**src/rtl/pipe_ctrl_pkg.sv**
```systemverilog
// Shared encodings and the decoded control bundle for the pipeline control unit.
package pipe_ctrl_pkg;

  // Primary opcodes
  localparam logic [5:0] OP_RTYPE = 6'b000000;
  localparam logic [5:0] OP_J     = 6'b000010;
  localparam logic [5:0] OP_BEQ   = 6'b000100;
  localparam logic [5:0] OP_BNE   = 6'b000101;
  localparam logic [5:0] OP_ADDI  = 6'b001000;
  localparam logic [5:0] OP_ORI   = 6'b001101;
  localparam logic [5:0] OP_LW    = 6'b100011;
  localparam logic [5:0] OP_SW    = 6'b101011;

  // R-type funct codes
  localparam logic [5:0] FN_ADD   = 6'b100000;
  localparam logic [5:0] FN_SUB   = 6'b100010;
  localparam logic [5:0] FN_AND   = 6'b100100;
  localparam logic [5:0] FN_OP3   = 6'b011110;
  localparam logic [5:0] FN_OR    = 6'b100101;
  localparam logic [5:0] FN_SLT   = 6'b101010;

  // ALU codes are always 3 bits; the top widens them to ALUC_W
  localparam int ALU_W = 3;
  localparam logic [ALU_W-1:0] ALU_ADD = 3'b000;
  localparam logic [ALU_W-1:0] ALU_SUB = 3'b001;
  localparam logic [ALU_W-1:0] ALU_AND = 3'b010;
  localparam logic [ALU_W-1:0] ALU_OP3 = 3'b011;
  localparam logic [ALU_W-1:0] ALU_OR  = 3'b100;
  localparam logic [ALU_W-1:0] ALU_SLT = 3'b101;

  // Next-PC selection
  localparam logic [1:0] PC_SEQ    = 2'b00;
  localparam logic [1:0] PC_JUMP   = 2'b01;
  localparam logic [1:0] PC_BRANCH = 2'b10;

  // EX operand source selection
  localparam logic [1:0] FWD_RF    = 2'b00;
  localparam logic [1:0] FWD_EXMEM = 2'b10;
  localparam logic [1:0] FWD_MEMWB = 2'b01;

  // Which ID register field names the destination; the top turns it into an
  // address so the decoder stays independent of the register address width.
  typedef enum logic [1:0] {
    DST_NONE = 2'd0,
    DST_RT   = 2'd1,
    DST_RD   = 2'd2
  } dst_src_e;

  typedef struct packed {
    logic [ALU_W-1:0] alu_c;
    logic             alu_src;
    logic             reg_write;
    logic             mem_to_reg;
    logic             mem_write;
    logic             branch_eq;
    logic             branch_ne;
    logic             jump;
    dst_src_e         dst;
  } ctrl_t;

  localparam ctrl_t CTRL_NOP = '{
    alu_c:      ALU_ADD,
    alu_src:    1'b0,
    reg_write:  1'b0,
    mem_to_reg: 1'b0,
    mem_write:  1'b0,
    branch_eq:  1'b0,
    branch_ne:  1'b0,
    jump:       1'b0,
    dst:        DST_NONE
  };

endpackage

```
**src/rtl/pipe_ctrl_decode.sv**
```systemverilog
// Combinational ID-stage decoder: opcode/funct to control bundle and source usage.
module pipe_ctrl_decode
  import pipe_ctrl_pkg::*;
#(
  parameter int EXT_OPS = 1
) (
  input  logic [5:0] op,
  input  logic [5:0] funct,
  output ctrl_t      ctrl,
  output logic       uses_rs,
  output logic       uses_rt
);

  logic             r_ok;
  logic [ALU_W-1:0] r_alu;

  // Map R-type funct to an ALU code; unknown funct makes the instruction a NOP
  always_comb begin
    r_ok  = 1'b1;
    r_alu = ALU_ADD;
    case (funct)
      FN_ADD:  r_alu = ALU_ADD;
      FN_SUB:  r_alu = ALU_SUB;
      FN_AND:  r_alu = ALU_AND;
      FN_OP3:  r_alu = ALU_OP3;
      FN_OR:   r_alu = ALU_OR;
      FN_SLT:  r_alu = ALU_SLT;
      default: r_ok  = 1'b0;
    endcase
  end

  // Opcode decode; anything unrecognised leaves the NOP defaults in place
  always_comb begin
    ctrl    = CTRL_NOP;
    uses_rs = 1'b0;
    uses_rt = 1'b0;
    case (op)
      OP_RTYPE: begin
        if (r_ok) begin
          ctrl.alu_c     = r_alu;
          ctrl.reg_write = 1'b1;
          ctrl.dst       = DST_RD;
          uses_rs        = 1'b1;
          uses_rt        = 1'b1;
        end
      end
      OP_ADDI: begin
        ctrl.alu_c     = ALU_ADD;
        ctrl.alu_src   = 1'b1;
        ctrl.reg_write = 1'b1;
        ctrl.dst       = DST_RT;
        uses_rs        = 1'b1;
      end
      OP_LW: begin
        ctrl.alu_c      = ALU_ADD;
        ctrl.alu_src    = 1'b1;
        ctrl.reg_write  = 1'b1;
        ctrl.mem_to_reg = 1'b1;
        ctrl.dst        = DST_RT;
        uses_rs         = 1'b1;
      end
      OP_SW: begin
        ctrl.alu_c     = ALU_ADD;
        ctrl.alu_src   = 1'b1;
        ctrl.mem_write = 1'b1;
        uses_rs        = 1'b1;
        uses_rt        = 1'b1;
      end
      OP_BEQ: begin
        ctrl.alu_c     = ALU_SUB;
        ctrl.branch_eq = 1'b1;
        uses_rs        = 1'b1;
        uses_rt        = 1'b1;
      end
      OP_BNE: begin
        if (EXT_OPS != 0) begin
          ctrl.alu_c     = ALU_SUB;
          ctrl.branch_ne = 1'b1;
          uses_rs        = 1'b1;
          uses_rt        = 1'b1;
        end
      end
      OP_ORI: begin
        if (EXT_OPS != 0) begin
          ctrl.alu_c     = ALU_OR;
          ctrl.alu_src   = 1'b1;
          ctrl.reg_write = 1'b1;
          ctrl.dst       = DST_RT;
          uses_rs        = 1'b1;
        end
      end
      OP_J: begin
        ctrl.jump = 1'b1;
      end
      default: ;
    endcase
  end

endmodule

```
**src/rtl/pipe_ctrl_unit.sv**
```systemverilog
// Pipeline control and hazard unit: decode, ID/EX..MEM/WB control stages,
// load-use / RAW stalls, forwarding selects and branch/jump redirection.
module pipe_ctrl_unit
  import pipe_ctrl_pkg::*;
#(
  parameter int REG_AW  = 5,
  parameter int ALUC_W  = 3,
  parameter int FWD_EN  = 1,
  parameter int EXT_OPS = 1
) (
  input  logic              clk,
  input  logic              rst_n,
  input  logic [5:0]        id_op,
  input  logic [5:0]        id_funct,
  input  logic [REG_AW-1:0] id_rs,
  input  logic [REG_AW-1:0] id_rt,
  input  logic [REG_AW-1:0] id_rd,
  input  logic              ex_zero,
  output logic              pc_write,
  output logic              ifid_write,
  output logic              ifid_flush,
  output logic [1:0]        pc_sel,
  output logic [ALUC_W-1:0] ex_alu_c,
  output logic              ex_alu_src,
  output logic              ex_reg_write,
  output logic              ex_mem_to_reg,
  output logic              ex_mem_write,
  output logic [REG_AW-1:0] ex_rs,
  output logic [REG_AW-1:0] ex_rt,
  output logic [REG_AW-1:0] ex_dst,
  output logic              mem_reg_write,
  output logic              mem_mem_to_reg,
  output logic              mem_mem_write,
  output logic [REG_AW-1:0] mem_dst,
  output logic              wb_reg_write,
  output logic              wb_mem_to_reg,
  output logic [REG_AW-1:0] wb_dst,
  output logic [1:0]        fwd_a,
  output logic [1:0]        fwd_b
);

  // ---------------------------------------------------------------- decode
  ctrl_t             id_ctrl;
  logic              id_uses_rs;
  logic              id_uses_rt;
  logic [REG_AW-1:0] id_dst;
  logic              id_reg_write;

  pipe_ctrl_decode #(
    .EXT_OPS (EXT_OPS)
  ) u_decode (
    .op      (id_op),
    .funct   (id_funct),
    .ctrl    (id_ctrl),
    .uses_rs (id_uses_rs),
    .uses_rt (id_uses_rt)
  );

  // Resolve the destination field; writes to $0 are dropped at the source
  always_comb begin
    id_dst = '0;
    case (id_ctrl.dst)
      DST_RT:  id_dst = id_rt;
      DST_RD:  id_dst = id_rd;
      default: id_dst = '0;
    endcase
    id_reg_write = id_ctrl.reg_write & (id_dst != '0);
  end

  // ---------------------------------------------------------- stage state
  logic [ALU_W-1:0]  ex_alu_c_reg;
  logic              ex_alu_src_reg;
  logic              ex_reg_write_reg;
  logic              ex_mem_to_reg_reg;
  logic              ex_mem_write_reg;
  logic              ex_branch_eq_reg;
  logic              ex_branch_ne_reg;
  logic [REG_AW-1:0] ex_rs_reg;
  logic [REG_AW-1:0] ex_rt_reg;
  logic [REG_AW-1:0] ex_dst_reg;

  logic              mem_reg_write_reg;
  logic              mem_mem_to_reg_reg;
  logic              mem_mem_write_reg;
  logic [REG_AW-1:0] mem_dst_reg;

  logic              wb_reg_write_reg;
  logic              wb_mem_to_reg_reg;
  logic [REG_AW-1:0] wb_dst_reg;

  // ------------------------------------------------------- hazard / redirect
  logic stall_raw;
  logic branch_taken;
  logic hazard;
  logic do_jump;
  logic id_ex_bubble;

  // True when a live producer writing dst feeds a source the ID instruction reads
  function automatic logic feeds_id(input logic wr, input logic [REG_AW-1:0] dst,
                                    input logic use_rs, input logic [REG_AW-1:0] rs,
                                    input logic use_rt, input logic [REG_AW-1:0] rt);
    return wr && (dst != '0) && ((use_rs && dst == rs) || (use_rt && dst == rt));
  endfunction

  // With forwarding only a load in EX must stall; without it every in-flight
  // writer in EX or MEM must drain (WB is covered by write-before-read)
  always_comb begin
    stall_raw = 1'b0;
    if (FWD_EN != 0) begin
      stall_raw = feeds_id(ex_mem_to_reg_reg, ex_dst_reg,
                           id_uses_rs, id_rs, id_uses_rt, id_rt);
    end else begin
      stall_raw = feeds_id(ex_reg_write_reg, ex_dst_reg,
                           id_uses_rs, id_rs, id_uses_rt, id_rt)
                | feeds_id(mem_reg_write_reg, mem_dst_reg,
                           id_uses_rs, id_rs, id_uses_rt, id_rt);
    end
  end

  // Redirect priority: taken branch beats stall, stall holds a pending jump
  always_comb begin
    branch_taken = (ex_branch_eq_reg & ex_zero) | (ex_branch_ne_reg & ~ex_zero);
    hazard       = stall_raw & ~branch_taken;
    do_jump      = id_ctrl.jump & ~hazard & ~branch_taken;
    id_ex_bubble = hazard | branch_taken;
    pc_write     = ~hazard;
    ifid_write   = ~hazard;
    ifid_flush   = branch_taken | do_jump;
    if (branch_taken) begin
      pc_sel = PC_BRANCH;
    end else if (do_jump) begin
      pc_sel = PC_JUMP;
    end else begin
      pc_sel = PC_SEQ;
    end
  end

  // ID/EX: loads the decoded instruction, or a NOP bubble on stall / taken branch
  always_ff @(posedge clk or negedge rst_n) begin
    if (!rst_n) begin
      ex_alu_c_reg      <= '0;
      ex_alu_src_reg    <= 1'b0;
      ex_reg_write_reg  <= 1'b0;
      ex_mem_to_reg_reg <= 1'b0;
      ex_mem_write_reg  <= 1'b0;
      ex_branch_eq_reg  <= 1'b0;
      ex_branch_ne_reg  <= 1'b0;
      ex_rs_reg         <= '0;
      ex_rt_reg         <= '0;
      ex_dst_reg        <= '0;
    end else if (id_ex_bubble) begin
      ex_alu_c_reg      <= '0;
      ex_alu_src_reg    <= 1'b0;
      ex_reg_write_reg  <= 1'b0;
      ex_mem_to_reg_reg <= 1'b0;
      ex_mem_write_reg  <= 1'b0;
      ex_branch_eq_reg  <= 1'b0;
      ex_branch_ne_reg  <= 1'b0;
      ex_rs_reg         <= '0;
      ex_rt_reg         <= '0;
      ex_dst_reg        <= '0;
    end else begin
      ex_alu_c_reg      <= id_ctrl.alu_c;
      ex_alu_src_reg    <= id_ctrl.alu_src;
      ex_reg_write_reg  <= id_reg_write;
      ex_mem_to_reg_reg <= id_ctrl.mem_to_reg;
      ex_mem_write_reg  <= id_ctrl.mem_write;
      ex_branch_eq_reg  <= id_ctrl.branch_eq;
      ex_branch_ne_reg  <= id_ctrl.branch_ne;
      ex_rs_reg         <= id_rs;
      ex_rt_reg         <= id_rt;
      ex_dst_reg        <= id_dst;
    end
  end

  // EX/MEM and MEM/WB: free-running shift of the remaining controls
  always_ff @(posedge clk or negedge rst_n) begin
    if (!rst_n) begin
      mem_reg_write_reg  <= 1'b0;
      mem_mem_to_reg_reg <= 1'b0;
      mem_mem_write_reg  <= 1'b0;
      mem_dst_reg        <= '0;
      wb_reg_write_reg   <= 1'b0;
      wb_mem_to_reg_reg  <= 1'b0;
      wb_dst_reg         <= '0;
    end else begin
      mem_reg_write_reg  <= ex_reg_write_reg;
      mem_mem_to_reg_reg <= ex_mem_to_reg_reg;
      mem_mem_write_reg  <= ex_mem_write_reg;
      mem_dst_reg        <= ex_dst_reg;
      wb_reg_write_reg   <= mem_reg_write_reg;
      wb_mem_to_reg_reg  <= mem_mem_to_reg_reg;
      wb_dst_reg         <= mem_dst_reg;
    end
  end

  // ----------------------------------------------------------- forwarding
  function automatic logic [1:0] fwd_for(input logic [REG_AW-1:0] src,
                                         input logic mem_wr, input logic [REG_AW-1:0] mem_d,
                                         input logic wb_wr, input logic [REG_AW-1:0] wb_d);
    if (mem_wr && mem_d != '0 && mem_d == src) begin
      return FWD_EXMEM;
    end else if (wb_wr && wb_d != '0 && wb_d == src) begin
      return FWD_MEMWB;
    end
    return FWD_RF;
  endfunction

  // Operand selects for EX; the younger EX/MEM result wins over MEM/WB
  always_comb begin
    fwd_a = FWD_RF;
    fwd_b = FWD_RF;
    if (FWD_EN != 0) begin
      fwd_a = fwd_for(ex_rs_reg, mem_reg_write_reg, mem_dst_reg,
                      wb_reg_write_reg, wb_dst_reg);
      fwd_b = fwd_for(ex_rt_reg, mem_reg_write_reg, mem_dst_reg,
                      wb_reg_write_reg, wb_dst_reg);
    end
  end

  // -------------------------------------------------------------- outputs
  assign ex_alu_c       = ALUC_W'(ex_alu_c_reg);
  assign ex_alu_src     = ex_alu_src_reg;
  assign ex_reg_write   = ex_reg_write_reg;
  assign ex_mem_to_reg  = ex_mem_to_reg_reg;
  assign ex_mem_write   = ex_mem_write_reg;
  assign ex_rs          = ex_rs_reg;
  assign ex_rt          = ex_rt_reg;
  assign ex_dst         = ex_dst_reg;
  assign mem_reg_write  = mem_reg_write_reg;
  assign mem_mem_to_reg = mem_mem_to_reg_reg;
  assign mem_mem_write  = mem_mem_write_reg;
  assign mem_dst        = mem_dst_reg;
  assign wb_reg_write   = wb_reg_write_reg;
  assign wb_mem_to_reg  = wb_mem_to_reg_reg;
  assign wb_dst         = wb_dst_reg;

endmodule

```
**config.mk**
```make
export PLATFORM = sky130hd
export DESIGN_NAME = pipe_ctrl_unit
export DESIGN_NICKNAME = d
export VERILOG_FILES = /design/src/rtl/pipe_ctrl_pkg.sv /design/src/rtl/pipe_ctrl_decode.sv /design/src/rtl/pipe_ctrl_unit.sv
export SDC_FILE = /design/constraint.sdc
export NUM_CORES = 1
export LEC_CHECK = 0
export CAP_MARGIN = 20
export CORE_MARGIN = 1.5
export CORE_UTILIZATION = 40
export DETAILED_ROUTE_END_ITERATION = 16
export GPL_TIMING_DRIVEN = 0
export PLACE_DENSITY = 0.84
export SLEW_MARGIN = 20
export SYNTH_ARGS = -nofsm -noshare
export SYNTH_HDL_FRONTEND = slang
export SYNTH_SLANG_ARGS = --single-unit
```
**constraint.sdc**
```tcl
create_clock -name clk -period 3.4 [get_ports clk]
set_input_delay 0.68 -clock clk [delete_from_list [all_inputs] [get_ports clk]]
set_output_delay 0.68 -clock clk [all_outputs]
set_load 0.03 [all_outputs]
```
==> flow_summary.ini, run 1 <==
[worst_setup_path]
end_kind = output pin
slowest_stage = or4b_4
reg2reg_depth = 6
crit_cells = 9
cp_data_arrival_time_ps = 2640
r2r_setup_slack_ps = 1300
critical_path.endpoint = pc_write
crit_path_max_fanout = 6
cpMostUsedCell = buf_4
cp.required_ps = 2720
reg2reg_to = ex_rt[0]
cp_cell_sequence = dlygate4sd2_1, nor2_4, or4b_4, a31o_4, a22oi_4, buf_6, o211ai_2, buf_4, buf_4
worstSetupPathType = in2out
crit_start = id_op[4]
max_stage_delay_ps = 480
r2r-start = ex_dst[1]
crit_family = buffers and inverters
cp_num_buf_inv = 4
start_kind = primary input

[final_layout]
final_cells = 382
stdcell_area_um2 = 3280
fin_nets = 343
fill_cells = 436
multi_input_comb_area_um2 = 1240
drive_above_1_share_pct = 13.5
diodes = 0
synthToLayoutAreaGrowth_pct = 48.1
utilization_pct = 62.7
final-seq-area_um2 = 976

[grt]
grt_pass1_vias = 2044
grt_usage_pct = 20.0
grt_pass1_wl_um = 9740
grt_overflow = 0
antenna_found_initial = 0
grt_max_degree = 29

[clocking]
cts_root_buf = clkbuf_8
htreeDepth = 2
cts.sinks = 39
cts-buffers-inserted = 5
clk_latency_ps = 280
cts_tree = done
cts.clk_slew.worst_paths_ps = 70
clockBufferDepth = 2

[synth]
netlist-cell-type-count = 46
synth_top_area_cell = dfrtp_1
ys_top_cells_by_area = dfrtp_1, xor2_1, o31ai_1
synth_area_per_cell_um2 = 9.90
ys_ff_latch = 39
synth-seq-area-share_pct = 44.0
synth_top_area_share_pct = 44.0
synth_warnings = 0
synth.cell_area_um2 = 2220
synth_nets = 256
synthCells = 224
synth_edf_count = 0
postSynth.asyncResetShare_pct = 100
synthFlopType = dfrtp_1

[sta]
final-setup-viol-count = 0
slew_viol_final = 0
fmax_mhz = 301
slew-limit-headroom_pct = 63.6
fin_skew_ps = 6.83
hold_ws_ps = 270
fin_crit_sh_pct = 97.8
tightest_slew_ps = 542
fin_crit_ps = 3320
setup_tns_ps = 0
rsz0062_at_grt = no
setup_slack_ps = 76.1
hold_viol = 0

[routing]
routed-via-count = 2086
vias_per_cell = 5.46
wl_um = 5770
avgRoutedWirePerCell_um = 15.1
route.detailed.drc = 0
detail-route-antenna-nets = 0
dr.pass1.iters = 4
drtIter0Drc = 84

[die]
rows = 26
dieArea_um2 = 6000
io_pins = 76
initial_core_util_pct = 42.3
fp.dieW_um = 77.5
die_h_um = 77.5
coreArea_um2 = 5240

[pwr]
power_mw = 0.928
power.density_nw_per_um2 = 283
max-vdd-ir-drop_mv = 0.162
power.leakage_nw = 1.48

[min_path]
hold_class = in2async

[placed_design]
port_buffers = 74
dp.cells = 369
dp_hpwl_um = 4420
post_dp_cell_area_um2 = 3060
gp_congestion = 0.833
pre_cts_ws_ps = -849

[status]
status = completed

[run]
maxCapViolations = 0
==> routing by layer <==
metal	routed length (um)	GRT usage [%]	up-vias
met1	2490	25.2	999
met4	68	6.55	0
met3	316	3.29	5
met5	0	0	-
li1	-	-	1002
met2	2890	34.8	80
==> cells by family (layout without fill, tap and decap cells) <==
group / count (synthesis) / in the layout / share of synthesized area, %
AO/OA/AOI/OAI: 47 / 47 / 16.8
XOR/XNOR: 30 / 30 / 11.9
flip-flops: 39 / 39 / 44.0
AND/OR/NAND/NOR: 90 / 90 / 22.1
buffers and inverters: 15 / 103 / 3.72
adder cells (fa/ha/maj): 2 / 2 / 1.13
multiplexers: 1 / 1 / 0.451
==> Yosys cell counts, types with 2 or more instances <==
master / instances
o31ai_1: 14
o21ai_1: 2
buf_6: 2
and4b_1: 2
buf_4: 2
dfrtp_1: 39
nor2_1: 10
nor4_1: 6
ha_1: 2
clkbuf_1: 3
nor4bb_1: 2
a31o_2: 2
nand2_1: 23
a22oi_1: 6
a211oi_1: 2
o21ai_0: 8
xnor2_1: 9
or4_1: 5
o21bai_1: 2
nand3b_1: 3
buf_2: 3
nor3_1: 10
inv_1: 4
nand3_1: 19
nor4b_1: 3
xor2_1: 21
==> worst reg2reg max path: stages (launching register included) <==
cell     delay, ps
dfrtp_1        450
xor2_1         210
nor4_2         310
nand2_2        190
nor2_1         400
buf_2          310
o31ai_1        110
==> placed cells by master (no fill, tap or decap), drive strengths merged, types with 2 or more instances in the layout <==
cell type      netlist  routed
nand3               19      19
dfrtp               39      39
clkinv               1       2
and4b                2       2
a22oi                7       7
dlygate4sd2          0       2
nor4bb               2       2
a31oi                2       2
o21ai               11      11
clkdlybuf4s50        0      59
nor3                10      10
or4                  5       5
ha                   2       2
dlymetal6s2s         0      10
nor4b                3       3
a31o                 2       2
nand2               23      23
nor4                 6       6
nand3b               3       3
o31ai               14      14
clkbuf               3      10
o21bai               2       2
inv                  4       4
buf                  7      16
a211oi               2       2
nor2                11      11
xor2                21      21
xnor2                9       9
==> power by group <==
| part | switching (mW) | internal (mW) |
|---|---|---|
| clock network | 0.143 | 0.144 |
| logic | 0.0821 | 0.0758 |
| registers | 0.00990 | 0.473 |
==> how the worst min path moves through the flow <==
stage / from / cells after the start / end / slack (ps)
5_1_grt: rst_n / 1 / mem_mem_write / 280
3_5_place_dp: ex_reg_write / 0 / mem_reg_write / 360
3_3_place_gp: ex_reg_write / 0 / mem_reg_write / 360
6_report: rst_n / 1 / mem_mem_write / 270
4_1_cts: rst_n / 1 / ex_dst[4] / 270
2_1_floorplan: rst_n / 0 / ex_alu_c[0] / 380
==> area by class of cell <==
cell class | instances | area share (%)
well taps | 70 | 2.67
clock inverters | 1 | 0.152
flip-flops and latches | 39 | 29.7
clock buffers | 7 | 2.32
plain buffers | 10 | 2.17
inverters | 5 | 0.610
multi-input cells | 170 | 37.7
repair buffers | 80 | 24.6
==> timing repair <==
| action | in CTS | in global routing |
|---|---|---|
| gates resized for setup | 24 | 17 |
| hold buffers | 0 | 0 |
| pin swaps | 1 | 1 |
| setup endpoints to repair | 5 | 6 |
| buffers inserted | 4 | 1 |
Note: power is estimated with default switching activity, not from simulation.
==> run 2: changes to the inputs <==
--- a/config.mk
+++ b/config.mk
@@ -11,6 +11,7 @@
 export DETAILED_ROUTE_END_ITERATION = 16
 export GPL_TIMING_DRIVEN = 0
 export PLACE_DENSITY = 0.84
+export REMOVE_ABC_BUFFERS = 1
 export SLEW_MARGIN = 20
 export SYNTH_ARGS = -nofsm -noshare
 export SYNTH_HDL_FRONTEND = slang
==> run 2 against run 1 <==
Global-route usage down 0.65 points. Critical path depth down 3. Hold slack better by 36 ps. Final cell count down 2.4%. Critical path type unchanged. Register-to-register slack worse by 490 ps. Die area unchanged. Count of clock-buffer cells in the layout down 1.
==> flow_summary.ini, run 2 (synthesis results as in run 1) <==
[final_layout]
final_common_cell = clkdlybuf4s50_1
fin_nets = 334
diodes = 0
fill_cells = 434
stdcell_area_um2 = 3260
most-common-layout-cells = clkdlybuf4s50_1, dfrtp_1, nand2_1
synthToLayoutAreaGrowth_pct = 47.1
drive_above_1_share_pct = 9.24

[die]
coreArea_um2 = 5240
fp.dieW_um = 77.5
rows = 26
initial_core_util_pct = 42.3
io_pins = 76
dieArea_um2 = 6000
die_h_um = 77.5

[clocking]
cts.sinks = 39
clk_latency_ps = 290
cts.clk_slew.worst_paths_ps = 70
cts-buffers-inserted = 5
ctsHoldBuffers = 0
clockBufferDepth = 2
cts_tree = done
htreeDepth = 2
cts_root_buf = clkbuf_8

[sta]
fin_crit_ps = 3360
hold_viol = 0
slew-limit-headroom_pct = 27.0
fin_crit_sh_pct = 98.7
slew_viol_final = 0
tightest_slew_ps = 1090
rsz0062_at_grt = yes
fin_skew_ps = 8.13
fmax_mhz = 298
final-setup-viol-count = 0

[pwr]
p_int_mw = 0.840
seq_power_share_pct = 44.4
p_clk_share_pct = 41.3
p_comb_share_pct = 14.2
power_mw = 1.09
power.density_nw_per_um2 = 333
power.leakage_nw = 1.42
max-vdd-ir-drop_mv = 0.204
power_switching_mw = 0.247
sw_frac_of_total_pct = 22.7

[worst_setup_path]
cp_data_arrival_time_ps = 2680
crit_start = id_op[1]
max_stage_delay_ps = 540
cp_num_buf_inv = 2
slowest_stage = or4b_1
cp_cell_sequence = clkdlybuf4s50_1, or4b_1, a31o_2, a22oi_4, o211ai_2, dlygate4sd2_1
crit_path_max_fanout = 5
worstSetupPathType = in2out
r2r-start = ex_dst[0]
r2r_setup_slack_ps = 810
crit_family = buffers and inverters
start_kind = primary input
cp.required_ps = 2720
end_kind = output pin

[routing]
wl_um = 5680
drtIter0Drc = 118
avgRoutedWirePerCell_um = 15.2
detail-route-antenna-nets = 0
dr.pass1.iters = 4
route.met3.wl_um = 369
top_layer_used = met4
routed-via-count = 2048
wl_met1_um = 2390
route.detailed.drc = 0
met2_length_um = 2810
vias_per_cell = 5.49

[run]
maxCapViolations = 0

[placed_design]
post_dp_cell_area_um2 = 3050
port_buffers = 75
dp_hpwl_um = 4230
gp_congestion = 0.861

[grt]
grt_usage_pct = 19.4
grt_max_degree = 28
grt_pass1_wl_um = 9140
grt_overflow = 0
grt_pass1_vias = 1878
antenna_found_initial = 0

[min_path]
hold_class = in2async

[status]
status = completed
[run 2: cell types whose count changed in the layout (fill, tap and decap cells not counted), moves of 3 or more]
cell             change
buf_4                -4
dlygate4sd2_1        +4
buf_6                -3
clkdlybuf4s50_1      +4
clkbuf_1             -3
dlymetal6s2s_1       -5
buf_2                -3
[run 2: final timing paths]
check	to	depth (start not counted)
setup reg to reg	ex_mem_to_reg	5
min in group clk	mem_reg_write	0
max in group asynchronous	ex_rs[0]	2
setup / recovery	ifid_write	6
hold / removal	mem_mem_to_reg	1
hold reg to reg	mem_reg_write	0
[run 2: final cells by class]
cell class	count	area [um^2]	share of cell area, %
clock inverter	2	60.1	1.84
sequential	39	976	29.9
multi-input combinational	170	1210	37.1
timing repair buffer	81	836	25.6
inverter	5	20.0	0.614
tap	70	87.6	2.69
clock buffer	6	72.6	2.23
[run 2: per-layer routing]
metal  vias up  global-route usage [%]
met2        95                    31.8
li1        985                       -
met5         -                       0
met4         0                    7.82
met3        12                    4.82
met1       956                    24.4
[run 2: repair_timing]
action,4_1_cts,5_1_grt
gates cloned,0,0
buffers inserted,1,3
endpoints found under the setup margin,4,4
resized for setup,10,8
pin swaps,1,0
[run 2: power by group through the flow]
stage          registers (mW)  logic [mW]  clock network, mW
4_1_cts                 0.483       0.153              0.457
5_1_grt                 0.484       0.167              0.482
6_report                0.483       0.155              0.449
3_3_place_gp            0.492       0.143                  0
3_5_place_dp            0.492       0.151                  0
2_1_floorplan           0.508      0.0442                  0
[run 2: stage by stage]
step	cells	setup TNS [ps]	util, %	hold WS (ps)	setup slack, ps
after floorplan	214	-1270	-	384	-742
after global placement	359	-15010	57.1	358	-1980
after detailed placement	361	-1690	58.3	361	-750
after CTS	370	0	61.3	312	12.5
after global routing	373	-50.3	62.3	325	-26.2
final	373	0	62.3	306	44.5
==> run 3: changes to the inputs <==
--- a/config.mk
+++ b/config.mk
@@ -6,7 +6,6 @@
 export NUM_CORES = 1
 export LEC_CHECK = 0
 export CAP_MARGIN = 20
-export CORE_MARGIN = 1.5
 export CORE_UTILIZATION = 40
 export DETAILED_ROUTE_END_ITERATION = 16
 export GPL_TIMING_DRIVEN = 0
==> run 3 against run 2 <==
Sequential cell count is the same. Sequential power about the same. Hold slack lost 84 ps. Clock power decreased by 35%. Final cell count down 0.80%. Final area decreased by 2.2%. Largest cell class unchanged.
==> flow_summary.ini, run 3 (synthesis results as in run 1) <==
[die]
dieArea_um2 = 5840
rows = 26
fp.dieW_um = 76.5
die_h_um = 76.5
io_pins = 76
initial_core_util_pct = 42.3
coreArea_um2 = 5240

[pwr]
p_clk_share_pct = 31.4
sw_frac_of_total_pct = 25.5
p_comb_share_pct = 16.5
p_int_mw = 0.690
power.density_nw_per_um2 = 291
max-vdd-ir-drop_mv = 0.140
power.leakage_nw = 1.41
power_switching_mw = 0.237
seq_power_share_pct = 52.1

[worst_setup_path]
reg2reg_depth = 5
cp_num_buf_inv = 2
cp_data_arrival_time_ps = 2640
crit_family = buffers and inverters
cp_cell_sequence = dlygate4sd2_1, nor2_4, or4b_1, a31o_2, a22oi_4, o211ai_2, clkdlybuf4s15_1
crit_path_max_fanout = 9
max_stage_delay_ps = 450
reg2reg_to = ex_mem_to_reg
slowest_stage = or4b_1
r2r_setup_slack_ps = 970
start_kind = primary input
cp.required_ps = 2720
r2r-start = ex_dst[1]
worstSetupPathType = in2out
end_kind = output pin

[routing]
dr.pass1.iters = 4
route.detailed.drc = 0
wl_um = 5270
detail-route-antenna-nets = 0
vias_per_cell = 5.32
routed-via-count = 1967
drtIter0Drc = 139
avgRoutedWirePerCell_um = 14.2

[sta]
hold_ws_ps = 223
tightest_slew_ps = 1050
final-setup-viol-count = 0
hold_viol = 0
fin_crit_ps = 3320
rsz0062_at_grt = yes
slew-limit-headroom_pct = 29.9
fmax_mhz = 301
slew_viol_final = 0
setup_tns_ps = 0
fin_crit_sh_pct = 97.6
fin_skew_ps = 3.74

[final_layout]
diodes = 0
final_common_cell = clkdlybuf4s50_1
synthToLayoutAreaGrowth_pct = 43.8
drive_above_1_share_pct = 8.67
final_cells = 370
final-seq-area_um2 = 976
multi_input_comb_area_um2 = 1220
stdcell_area_um2 = 3190
utilization_pct = 60.9
fin_nets = 331
fill_cells = 461
most-common-layout-cells = clkdlybuf4s50_1, dfrtp_1, nand2_1

[clocking]
clockBufferDepth = 2
cts.clk_slew.worst_paths_ps = 70
cts-buffers-inserted = 5
cts_tree = done
htreeDepth = 2
cts.sinks = 39
clk_latency_ps = 290
cts_root_buf = clkbuf_8

[placed_design]
dp.cells = 361
dp_hpwl_um = 4110
post_dp_cell_area_um2 = 3050
gp_congestion = 0.877
port_buffers = 75

[grt]
grt_max_degree = 34
grt_pass1_wl_um = 8590
grt_pass1_vias = 1790
grt_overflow = 0
antenna_found_initial = 0
grt_usage_pct = 18.4

[status]
status = completed

[min_path]
hold_class = in2async

[run]
maxCapViolations = 0
run 3: cell count changes in the layout (fill, tap and decap cells not counted), sizes merged, moves of 2 or more:
cell	previous run	this run
bufinv	2	0
buf	7	4
clkbuf	6	8
dlygate4sd2	6	4
run 3: routing by layer:
metal / routed length [um] / up-vias / GRT usage [%]
met3: 239 / 7 / 2.87
met1: 2420 / 911 / 24.3
met5: 0 / - / 0
met4: 65 / 0 / 5.77
met2: 2540 / 71 / 30.8
li1: - / 978 / -
run 3: how the worst max path moves through the flow:
stage / depth (start not counted) / startpoint / slack, ps / endpoint
final: 7 / id_op[3] / 80 / pc_write
after CTS: 7 / id_funct[1] / 20 / ifid_write
after floorplan: 3 / ex_zero / -740 / pc_sel[0]
after global routing: 7 / id_op[2] / -5 / pc_write
after detailed placement: 7 / id_op[1] / -830 / ifid_write
after global placement: 5 / ex_zero / -2010 / pc_sel[0]
run 3: power by group through the flow:
stage	Sequential [mW]	Combinational [mW]	Clock, mW
2_1_floorplan	0.508	0.0442	0
3_3_place_gp	0.492	0.144	0
3_5_place_dp	0.492	0.150	0
4_1_cts	0.483	0.152	0.297
5_1_grt	0.484	0.166	0.315
6_report	0.483	0.153	0.291
run 3: timing repair:
action	CTS	global route
endpoints found under the hold margin	0	0
setup endpoints to repair	3	5
hold buffers	0	0
gates resized for setup	9	14
pin swaps	1	1
setup buffers	1	0
run 3: cell type report:
| cell class | count | share of cell area [%] |
|---|---|---|
| multi-input cells | 170 | 38.2 |
| flip-flops and latches | 39 | 30.6 |
| repair buffers | 78 | 25.3 |
| well taps | 70 | 2.75 |
| clock buffers | 7 | 2.39 |
| inverters | 5 | 0.589 |
| clock inverters | 1 | 0.157 |
run 3: metrics by stage:
| stage | power (mW) | worst slack (ps) |
|---|---|---|
| 5_1_grt | 0.965 | -4.61 |
| 3_3_place_gp | 0.636 | -2010 |
| 2_1_floorplan | 0.552 | -742 |
| 4_1_cts | 0.931 | 22.8 |
| 3_5_place_dp | 0.642 | -825 |
| 6_report | 0.926 | 81.1 |
